==> src/rtl/palette_fade_ctrl_if.sv <==
// Pixel-in, palette lookup and scaled-colour-out signals of the palette fade controller.
// The master drives pixels and palette data; the slave is the controller.
interface palette_fade_ctrl_if;
    logic       pix_valid;
    logic [3:0] pix_index;
    logic [3:0] pal_index;
    logic [3:0] pal_red;
    logic [3:0] pal_green;
    logic [3:0] pal_blue;
    logic [3:0] red;
    logic [3:0] green;
    logic [3:0] blue;
    logic       rgb_valid;
    logic       transparent;

    modport master (
        output pix_valid, pix_index, pal_red, pal_green, pal_blue,
        input  pal_index, red, green, blue, rgb_valid, transparent
    );

    modport slave (
        input  pix_valid, pix_index, pal_red, pal_green, pal_blue,
        output pal_index, red, green, blue, rgb_valid, transparent
    );
endinterface

==> src/rtl/palette_fade_ctrl.sv <==
// Two-stage palette lookup pipeline with global brightness scaling, plus a
// frame-synchronous fade FSM that steps the brightness level between black and full.
module palette_fade_ctrl #(
    parameter int unsigned FramesPerStep  = 2,
    parameter logic [3:0]  TransparentIdx = 4'h3,
    parameter int unsigned MaxLevel       = 16
) (
    input  logic                clk,
    input  logic                rst,
    input  logic                frame_start,
    input  logic                fade_out_req,
    input  logic                fade_in_req,
    palette_fade_ctrl_if.slave  bus,
    output logic [4:0]          level,
    output logic                busy,
    output logic                done
);

    localparam int unsigned      CntW     = (FramesPerStep > 1) ? $clog2(FramesPerStep) : 1;
    localparam logic [CntW-1:0]  CntLast  = CntW'(FramesPerStep - 1);
    localparam logic [4:0]       LevelMax = 5'(MaxLevel);

    typedef enum logic [1:0] {StIdle, StFadeOut, StDark, StFadeIn} state_e;

    state_e          state_q, state_d;
    logic [4:0]      level_q, level_d;
    logic [CntW-1:0] cnt_q, cnt_d;
    logic            done_q, done_d;

    // ------------------------------------------------------------------
    // Fade FSM
    // ------------------------------------------------------------------
    always_ff @(posedge clk or posedge rst) begin
        if (rst) begin
            state_q <= StIdle;
            level_q <= LevelMax;
            cnt_q   <= '0;
            done_q  <= 1'b0;
        end else begin
            state_q <= state_d;
            level_q <= level_d;
            cnt_q   <= cnt_d;
            done_q  <= done_d;
        end
    end

    always_comb begin
        state_d = state_q;
        level_d = level_q;
        cnt_d   = cnt_q;
        done_d  = 1'b0;
        unique case (state_q)
            StIdle: begin
                // fade_out_req has priority over a simultaneous fade_in_req
                if (fade_out_req) begin
                    state_d = StFadeOut;
                    cnt_d   = '0;
                end
            end
            StFadeOut: begin
                if (frame_start) begin
                    if (cnt_q == CntLast) begin
                        cnt_d   = '0;
                        level_d = level_q - 5'd1;
                        if (level_q == 5'd1) begin
                            state_d = StDark;
                            done_d  = 1'b1;
                        end
                    end else begin
                        cnt_d = cnt_q + 1'b1;
                    end
                end
            end
            StDark: begin
                if (fade_in_req) begin
                    state_d = StFadeIn;
                    cnt_d   = '0;
                end
            end
            StFadeIn: begin
                if (frame_start) begin
                    if (cnt_q == CntLast) begin
                        cnt_d   = '0;
                        level_d = level_q + 5'd1;
                        if (level_q == LevelMax - 5'd1) begin
                            state_d = StIdle;
                            done_d  = 1'b1;
                        end
                    end else begin
                        cnt_d = cnt_q + 1'b1;
                    end
                end
            end
        endcase
    end

    assign level = level_q;
    assign busy  = (state_q == StFadeOut) || (state_q == StFadeIn);
    assign done  = done_q;

    // ------------------------------------------------------------------
    // Pixel pipeline
    // ------------------------------------------------------------------
    logic [3:0] pal_index_q;
    logic       s1_valid_q, s1_transp_q;
    logic [3:0] red_q, green_q, blue_q;
    logic       rgb_valid_q, transparent_q;
    logic [3:0] red_s, green_s, blue_s;

    // Product is 4b x 5b; bits [7:4] of the product are the scaled channel.
    always_comb begin
        red_s   = 4'(({5'b0, bus.pal_red}   * {4'b0, level_q}) >> 4);
        green_s = 4'(({5'b0, bus.pal_green} * {4'b0, level_q}) >> 4);
        blue_s  = 4'(({5'b0, bus.pal_blue}  * {4'b0, level_q}) >> 4);
    end

    always_ff @(posedge clk or posedge rst) begin
        if (rst) begin
            pal_index_q   <= '0;
            s1_valid_q    <= 1'b0;
            s1_transp_q   <= 1'b0;
            red_q         <= '0;
            green_q       <= '0;
            blue_q        <= '0;
            rgb_valid_q   <= 1'b0;
            transparent_q <= 1'b0;
        end else begin
            if (bus.pix_valid) begin
                pal_index_q <= bus.pix_index;
            end
            s1_valid_q    <= bus.pix_valid;
            s1_transp_q   <= bus.pix_valid && (bus.pix_index == TransparentIdx);
            rgb_valid_q   <= s1_valid_q;
            transparent_q <= s1_transp_q;
            red_q         <= s1_valid_q ? red_s   : 4'h0;
            green_q       <= s1_valid_q ? green_s : 4'h0;
            blue_q        <= s1_valid_q ? blue_s  : 4'h0;
        end
    end

    assign bus.pal_index   = pal_index_q;
    assign bus.red         = red_q;
    assign bus.green       = green_q;
    assign bus.blue        = blue_q;
    assign bus.rgb_valid   = rgb_valid_q;
    assign bus.transparent = transparent_q;

endmodule

==> src/flat_wrapper.sv <==
// flat-port wrapper written by rule: the top's interface ports become plain ports
module palette_fade_ctrl_flat 
#(
    parameter int unsigned FramesPerStep  = 2,
    parameter logic [3:0]  TransparentIdx = 4'h3,
    parameter int unsigned MaxLevel       = 16
)
  (clk, rst, frame_start, fade_out_req, fade_in_req, level, busy, done, bus_pix_valid, bus_pix_index, bus_pal_red, bus_pal_green, bus_pal_blue, bus_pal_index, bus_red, bus_green, bus_blue, bus_rgb_valid, bus_transparent);
  palette_fade_ctrl_if bus_i ();
  input  logic clk;
  input  logic rst;
  input  logic frame_start;
  input  logic fade_out_req;
  input  logic fade_in_req;
  output logic [4:0] level;
  output logic busy;
  output logic done;
  input wire logic [$bits(bus_i.pix_valid)-1:0] bus_pix_valid;
  input wire logic [$bits(bus_i.pix_index)-1:0] bus_pix_index;
  input wire logic [$bits(bus_i.pal_red)-1:0] bus_pal_red;
  input wire logic [$bits(bus_i.pal_green)-1:0] bus_pal_green;
  input wire logic [$bits(bus_i.pal_blue)-1:0] bus_pal_blue;
  output wire logic [$bits(bus_i.pal_index)-1:0] bus_pal_index;
  output wire logic [$bits(bus_i.red)-1:0] bus_red;
  output wire logic [$bits(bus_i.green)-1:0] bus_green;
  output wire logic [$bits(bus_i.blue)-1:0] bus_blue;
  output wire logic [$bits(bus_i.rgb_valid)-1:0] bus_rgb_valid;
  output wire logic [$bits(bus_i.transparent)-1:0] bus_transparent;
  assign bus_i.pix_valid = bus_pix_valid;
  assign bus_i.pix_index = bus_pix_index;
  assign bus_i.pal_red = bus_pal_red;
  assign bus_i.pal_green = bus_pal_green;
  assign bus_i.pal_blue = bus_pal_blue;
  assign bus_pal_index = bus_i.pal_index;
  assign bus_red = bus_i.red;
  assign bus_green = bus_i.green;
  assign bus_blue = bus_i.blue;
  assign bus_rgb_valid = bus_i.rgb_valid;
  assign bus_transparent = bus_i.transparent;
  palette_fade_ctrl #(.FramesPerStep(FramesPerStep), .TransparentIdx(TransparentIdx), .MaxLevel(MaxLevel)) u_core (.clk(clk), .rst(rst), .frame_start(frame_start), .fade_out_req(fade_out_req), .fade_in_req(fade_in_req), .bus(bus_i), .level(level), .busy(busy), .done(done));
endmodule
==> config.mk <==
export PLATFORM = sky130hd
export DESIGN_NAME = palette_fade_ctrl_flat
export DESIGN_NICKNAME = d
export VERILOG_FILES = /design/src/rtl/palette_fade_ctrl_if.sv /design/src/rtl/palette_fade_ctrl.sv /design/src/flat_wrapper.sv
export SDC_FILE = /design/constraint.sdc
export NUM_CORES = 1
export LEC_CHECK = 0
export CAP_MARGIN = 20
export CORE_ASPECT_RATIO = 1.5
export CORE_UTILIZATION = 28
export DETAILED_ROUTE_END_ITERATION = 7
export PLACE_DENSITY = 0.52
export SYNTH_ARGS = -nofsm -noshare
export SYNTH_HDL_FRONTEND = slang
export SYNTH_SLANG_ARGS = --single-unit
==> constraint.sdc <==
create_clock -name clk -period 4.2 [get_ports clk]
set_clock_uncertainty 0.1 [all_clocks]
set_input_delay 1.26 -clock clk [delete_from_list [all_inputs] [get_ports clk]]
set_output_delay 1.26 -clock clk [all_outputs]
set_load 0.05 [all_outputs]
# After elaboration in Yosys (flattened, before gate mapping)
# Cells that the tools add are included.
[totals] output_inout_bits=25 ff_bits=29
[classes] n_mux=29 n_addsub=3 n_eq_ne=15 reduce_logical=8 mul=3
[ops] operator="$mul 4x5->8" n=3
[ops] operator="$mux 5" n=4
[ops] operator="$mux 2" n=8
[ops] operator="$mux 4" n=3
[ops] operator="$mux 1" n=10
[ops] operator="$ne 2x1->1 const B" n=5
[ops] operator="$pmux 5 s2" n=1
[ops] operator="$ne 2x2->1 const B" n=4
[ops] operator="$pmux 2 s4" n=1
[ops] operator="$reduce_and 8->1" n=1
[ops] operator="$add 5x1->5 const B" n=1
[ops] operator="$eq 5x1->1 const B" n=1
[ops] operator="$eq 5x4->1 const B" n=1
[ops] operator="$reduce_and 5->1" n=1
[ops] operator="$sub 5x1->5 const B" n=1
[ops] operator="$eq 2x2->1 const B" n=2
[ops] operator="$eq 4x2->1 const B" n=1
[ops] operator="$pmux 1 s3" n=1
[ops] operator="$reduce_and 3->1" n=1
[ops] operator="$eq 2x1->1 const B" n=1
[ops] operator="$logic_not 2->1" n=1
[ops] operator="$pmux 1 s2" n=1
[ops] operator="$reduce_bool 2->1" n=1
[ops] operator="$reduce_or 2->1" n=1
[ops] operator="other kinds (3)" n=3

# Logic depth before layout (Yosys ltp)
[depth] word_depth=5 depth_mapped=12

# Worst setup path after synthesis
# OpenSTA, ideal clock, no wires.
[synth_timing] path_type="input port to flip-flop" start="input bus_pal_green[3]" end="register u_core.green_q[3], in the netlist u_core.bus.green[3]" cell_stages=10 required_ns=4.022 arrival_ns=3.666 setup_slack_ns=0.356 setup_ns=0.078 cell_sequence="and2_1 -> fa_1 -> inv_1 -> fa_1 -> inv_1 -> ha_1 -> nand4_1 -> o2111ai_1 -> a2111oi_0 -> o21bai_1"
[synth_between] elab_chain_cells=2
[synth_lines] item="start: declaration" line_no="flat_wrapper.sv:21" source="input wire logic [$bits(bus_i.pal_green)-1:0] bus_pal_green;"
[synth_lines] item="$mul 4x5->8" line_no="palette_fade_ctrl.sv:113" source="green_s = 4'(({5'b0, bus.pal_green} * {4'b0, level_q}) >> 4);"
[synth_lines] item="$mux 4" line_no="palette_fade_ctrl.sv:136" source="green_q <= s1_valid_q ? green_s : 4'h0;"
[synth_lines] item="end signal: assignment" line_no="palette_fade_ctrl.sv:136"
[synth_lines] item="end: declaration" line_no="palette_fade_ctrl.sv:106" source="logic [3:0] red_q, green_q, blue_q;"
# No other way between the ends.
# A chain may end at the register's enable or synchronous reset.

# Final worst setup path
[layout_timing] start="input bus_pal_red[2]" end="register u_core.red_q[3], in the netlist u_core.bus.red[3]"
[layout_between] elab_chain_cells=2
[layout_lines] item="start: declaration" line_no="flat_wrapper.sv:20" source="input wire logic [$bits(bus_i.pal_red)-1:0] bus_pal_red;"
[layout_lines] item="$mul 4x5->8" line_no="palette_fade_ctrl.sv:112" source="red_s = 4'(({5'b0, bus.pal_red} * {4'b0, level_q}) >> 4);"
[layout_lines] item="$mux 4" line_no="palette_fade_ctrl.sv:135" source="red_q <= s1_valid_q ? red_s : 4'h0;"
[layout_lines] item="end signal: assignment" line_no="palette_fade_ctrl.sv:135"
[layout_lines] item="end: declaration" line_no="palette_fade_ctrl.sv:106"
# No other way between the ends.

==> results_dict.tcl <==
set metrics [dict create \
    required_ps 4290 \
    cts_buffers 5 \
    cp.arrival_ps 4150 \
    cts.clk_slew.worst_paths_ps 50 \
    vdd_drop_max_mv 0.3887 \
    synth.area.top_cells "dfrtp_1, ha_1, fa_1, and2_1, nand2_1" \
    grt_pass1_vias 2140 \
    relSlewSlack_pct 55.03 \
    synth.distinct_cells 40 \
    cts_tree "built" \
    synth_top_area_share_pct 26.81 \
    fin_crit_sh_pct 96.75 \
    yosysSeqAreaShare_pct 27.81 \
    area_growth_pct 34.32 \
    diodes 0 \
    fill_cells 925 \
    worstPathCellList "clkdlybuf4s50_1 > and2_1 > fa_1 > inv_1 > fa_1 > inv_1 > ha_1 > nand4_1 > o2111ai_1 > a2111oi_0 > o21bai_1" \
    coreArea_sq_um 8934 \
    min_path_cells 0 \
    start_kind "primary input" \
    internal_power_mw 1.339 \
    via_count 2132 \
    cpPeakStageDelay_ps 520 \
    synthArstFlopShare_pct 100.0 \
    dp.cells 444 \
    clkPwrFrac_pct 13.7 \
    grt_pass1_wl_mm 9.977 \
    path_class "primary input to register" \
    synth_nets 350 \
    cts-root-buf "clkbuf_16" \
    hp-class "register to register" \
    dpl_worst_slack_ps -283.8 \
    synthFlopType "dfrtp_1" \
    cts_buffer_depth 2 \
    netlist_instances 277 \
    crit_start "bus_pal_red[2]" \
    r2r-start "u_core.level[2]" \
    gp_congestion 0.7432 \
    cap_viol_max_count 0 \
    crit_path_max_fanout 4 \
    powerDensity_nw_per_um2 719.4 \
    initial_core_util_pct 29.26 \
    grt_max_degree 30 \
    fp.dieW_microns 80.89 \
    end_kind "register" \
    hold_violations 0 \
    ys_seq_elements 29 \
    post-dp-hpwl_mm 4.526 \
    yosys_warnings 0 \
    grt_overflow 0 \
    wl_mm 5.762 \
    min_period_ps 4063 \
    final_nets 415 \
    drive_above_1_share_pct 12.24 \
    wire_per_inst_microns 12.72 \
    r2r_end "u_core.bus.blue[3]" \
    pin_count 47 \
    setup_slack_ps 136.7 \
    dr.pass1.iters 4 \
    grt_use_total_pct 13.37 \
    status "finished, final reports clean" \
    hold_buffers 0 \
    p_comb_share_pct 66.5 \
    drc 0 \
    rows 42 \
    cp_slowest_cell "fa_1" \
    finalMaxSlewViolations 0 \
    p_sw_mw 1.186 \
    die_h_microns 120.3 \
    holdWs_ps 245.2 \
    htreeDepth 2 \
    yosys.area.top_type "dfrtp_1" \
    via_per_inst 4.706 \
    antenna_left 0 \
    power_switching_share_pct 46.98 \
    r2r_cells 9 \
    synth-edff-count 0 \
    netlist_area_sq_um 2614 \
    io_buffers 46 \
    dieArea_sq_um 9733 \
    clk_latency_ps 270 \
    cts_sinks 29 \
    fmax_mhz 246.1 \
    p_leak_nw 1.687 \
    instances_no_fill 453 \
    pwr-share-seq_pct 19.8 \
    drt_iter0_drc 64 \
    ff2ff_setup_slack_ps 860 \
    crit_end "u_core.bus.red[3]" \
    worst_pin_slew_ps 674.6 \
    rsz0062_at_grt "true" \
    p_total_mw 2.526 \
    grt_antenna_before_repair 0 \
    synth_area_per_cell_sq_um 9.436 \
    setup_viol_count_final 0 \
]
==> per-layer routing <==
layer  wire (microns)  up-vias  GRT usage [%]  share of wire, %
met2             3078       34          23.53                53
li1                 -     1051              -                 -
met1             2405     1040          15.94                42
met4              104        0          4.241               1.8
met3              173        7          2.566               3.0
met5                0        -              0                 0
==> power groups by stage <==
stage | clock [mW] | sequential, mW | combinational [mW]
floorplan | 0 | 0.669 | 1.00
global placement | 0 | 0.510 | 1.63
detailed placement | 0 | 0.509 | 1.65
CTS | 0.358 | 0.505 | 1.66
global route | 0.370 | 0.526 | 1.88
finish | 0.346 | 0.501 | 1.68
==> worst min-delay path by stage <==
stage	start	to	slack (ps)
after CTS	u_core.s1_transp_q	u_core.bus.transparent	250
after detailed placement	u_core.s1_transp_q	u_core.bus.transparent	230
final	u_core.s1_transp_q	u_core.bus.transparent	250
after floorplan	u_core.s1_transp_q	u_core.bus.transparent	230
after global placement	u_core.s1_transp_q	u_core.bus.transparent	240
after global routing	u_core.s1_transp_q	u_core.bus.transparent	260
==> area by class of cell <==
cell class | instances | area (sq um) | area share, %
multi-input cells | 203 | 1748 | 49.79
flip-flops and latches | 29 | 726.9 | 20.71
repair buffers | 66 | 613.1 | 17.46
clock buffers | 8 | 146.4 | 4.170
inverters | 37 | 138.9 | 3.956
well taps | 110 | 137.6 | 3.920
==> logic make-up (layout without fill, tap and decap cells) <==
family | Yosys count | count (layout) | share of synthesized area [%]
multiplexers | 7 | 7 | 3.016
buffers and inverters | 45 | 111 | 6.941
adder cells (fa/ha/maj) | 51 | 51 | 28.72
XOR/XNOR | 13 | 13 | 4.356
AND/OR/NAND/NOR | 97 | 97 | 19.48
AO/OA/AOI/OAI | 35 | 35 | 9.670
flip-flops | 29 | 29 | 27.81
==> stage by stage <==
step	area (sq um)	setup TNS (ps)	utilization, %
global placement	3312	-815.2	37.07
global route	3511	-30.52	39.30
floorplan	2614	0	-
CTS	3460	0	38.73
finish	3511	0	39.30
detailed placement	3312	-1100	37.07
==> worst max-delay path, delay by kind of cell <==
family,cells,cell delay (ps)
buf+inv,3,560
simple gates,2,320
fa+ha+maj,3,1340
compound gates,3,670
==> synth_stat cells (5+ instances only) <==
cell type,count
fa_1,15
dfrtp_1,28
inv_1,36
ha_1,36
a21oi_1,8
xnor2_1,10
clkbuf_1,5
and2_1,27
nand2_1,37
nand4_1,7
nor2_1,9
o21bai_1,6
nand3_1,5
==> repair_timing <==
| action | 4_1_cts | 5_1_grt |
|---|---|---|
| hold endpoints to repair | 0 | 0 |
| buffers inserted | 0 | 1 |
| endpoints found under the setup margin | 1 | 3 |
| pin swaps | 1 | 5 |
| gates resized for setup | 1 | 9 |
==> state kept, by name (all words and copies together) (netlist names), 2 cells and up <==
name                  cells
u_core.bus.blue           4
u_core.bus.green          4
u_core.bus.pal_index      4
u_core.bus.red            4
u_core.level              5
u_core.state_q            2
==> placed cells by master, fill, tap and decap left out, types with 7 or more instances in the layout <==
master            n
xnor2_1          10
inv_1            36
nand2_1          37
dfrtp_1          28
fa_1             15
clkdlybuf4s50_1  45
ha_1             35
and2_1           25
nand4_1           7
buf_4            20
nor2_1            9
a21oi_1           8
No activity file was read; power rests on OpenSTA's default activity.
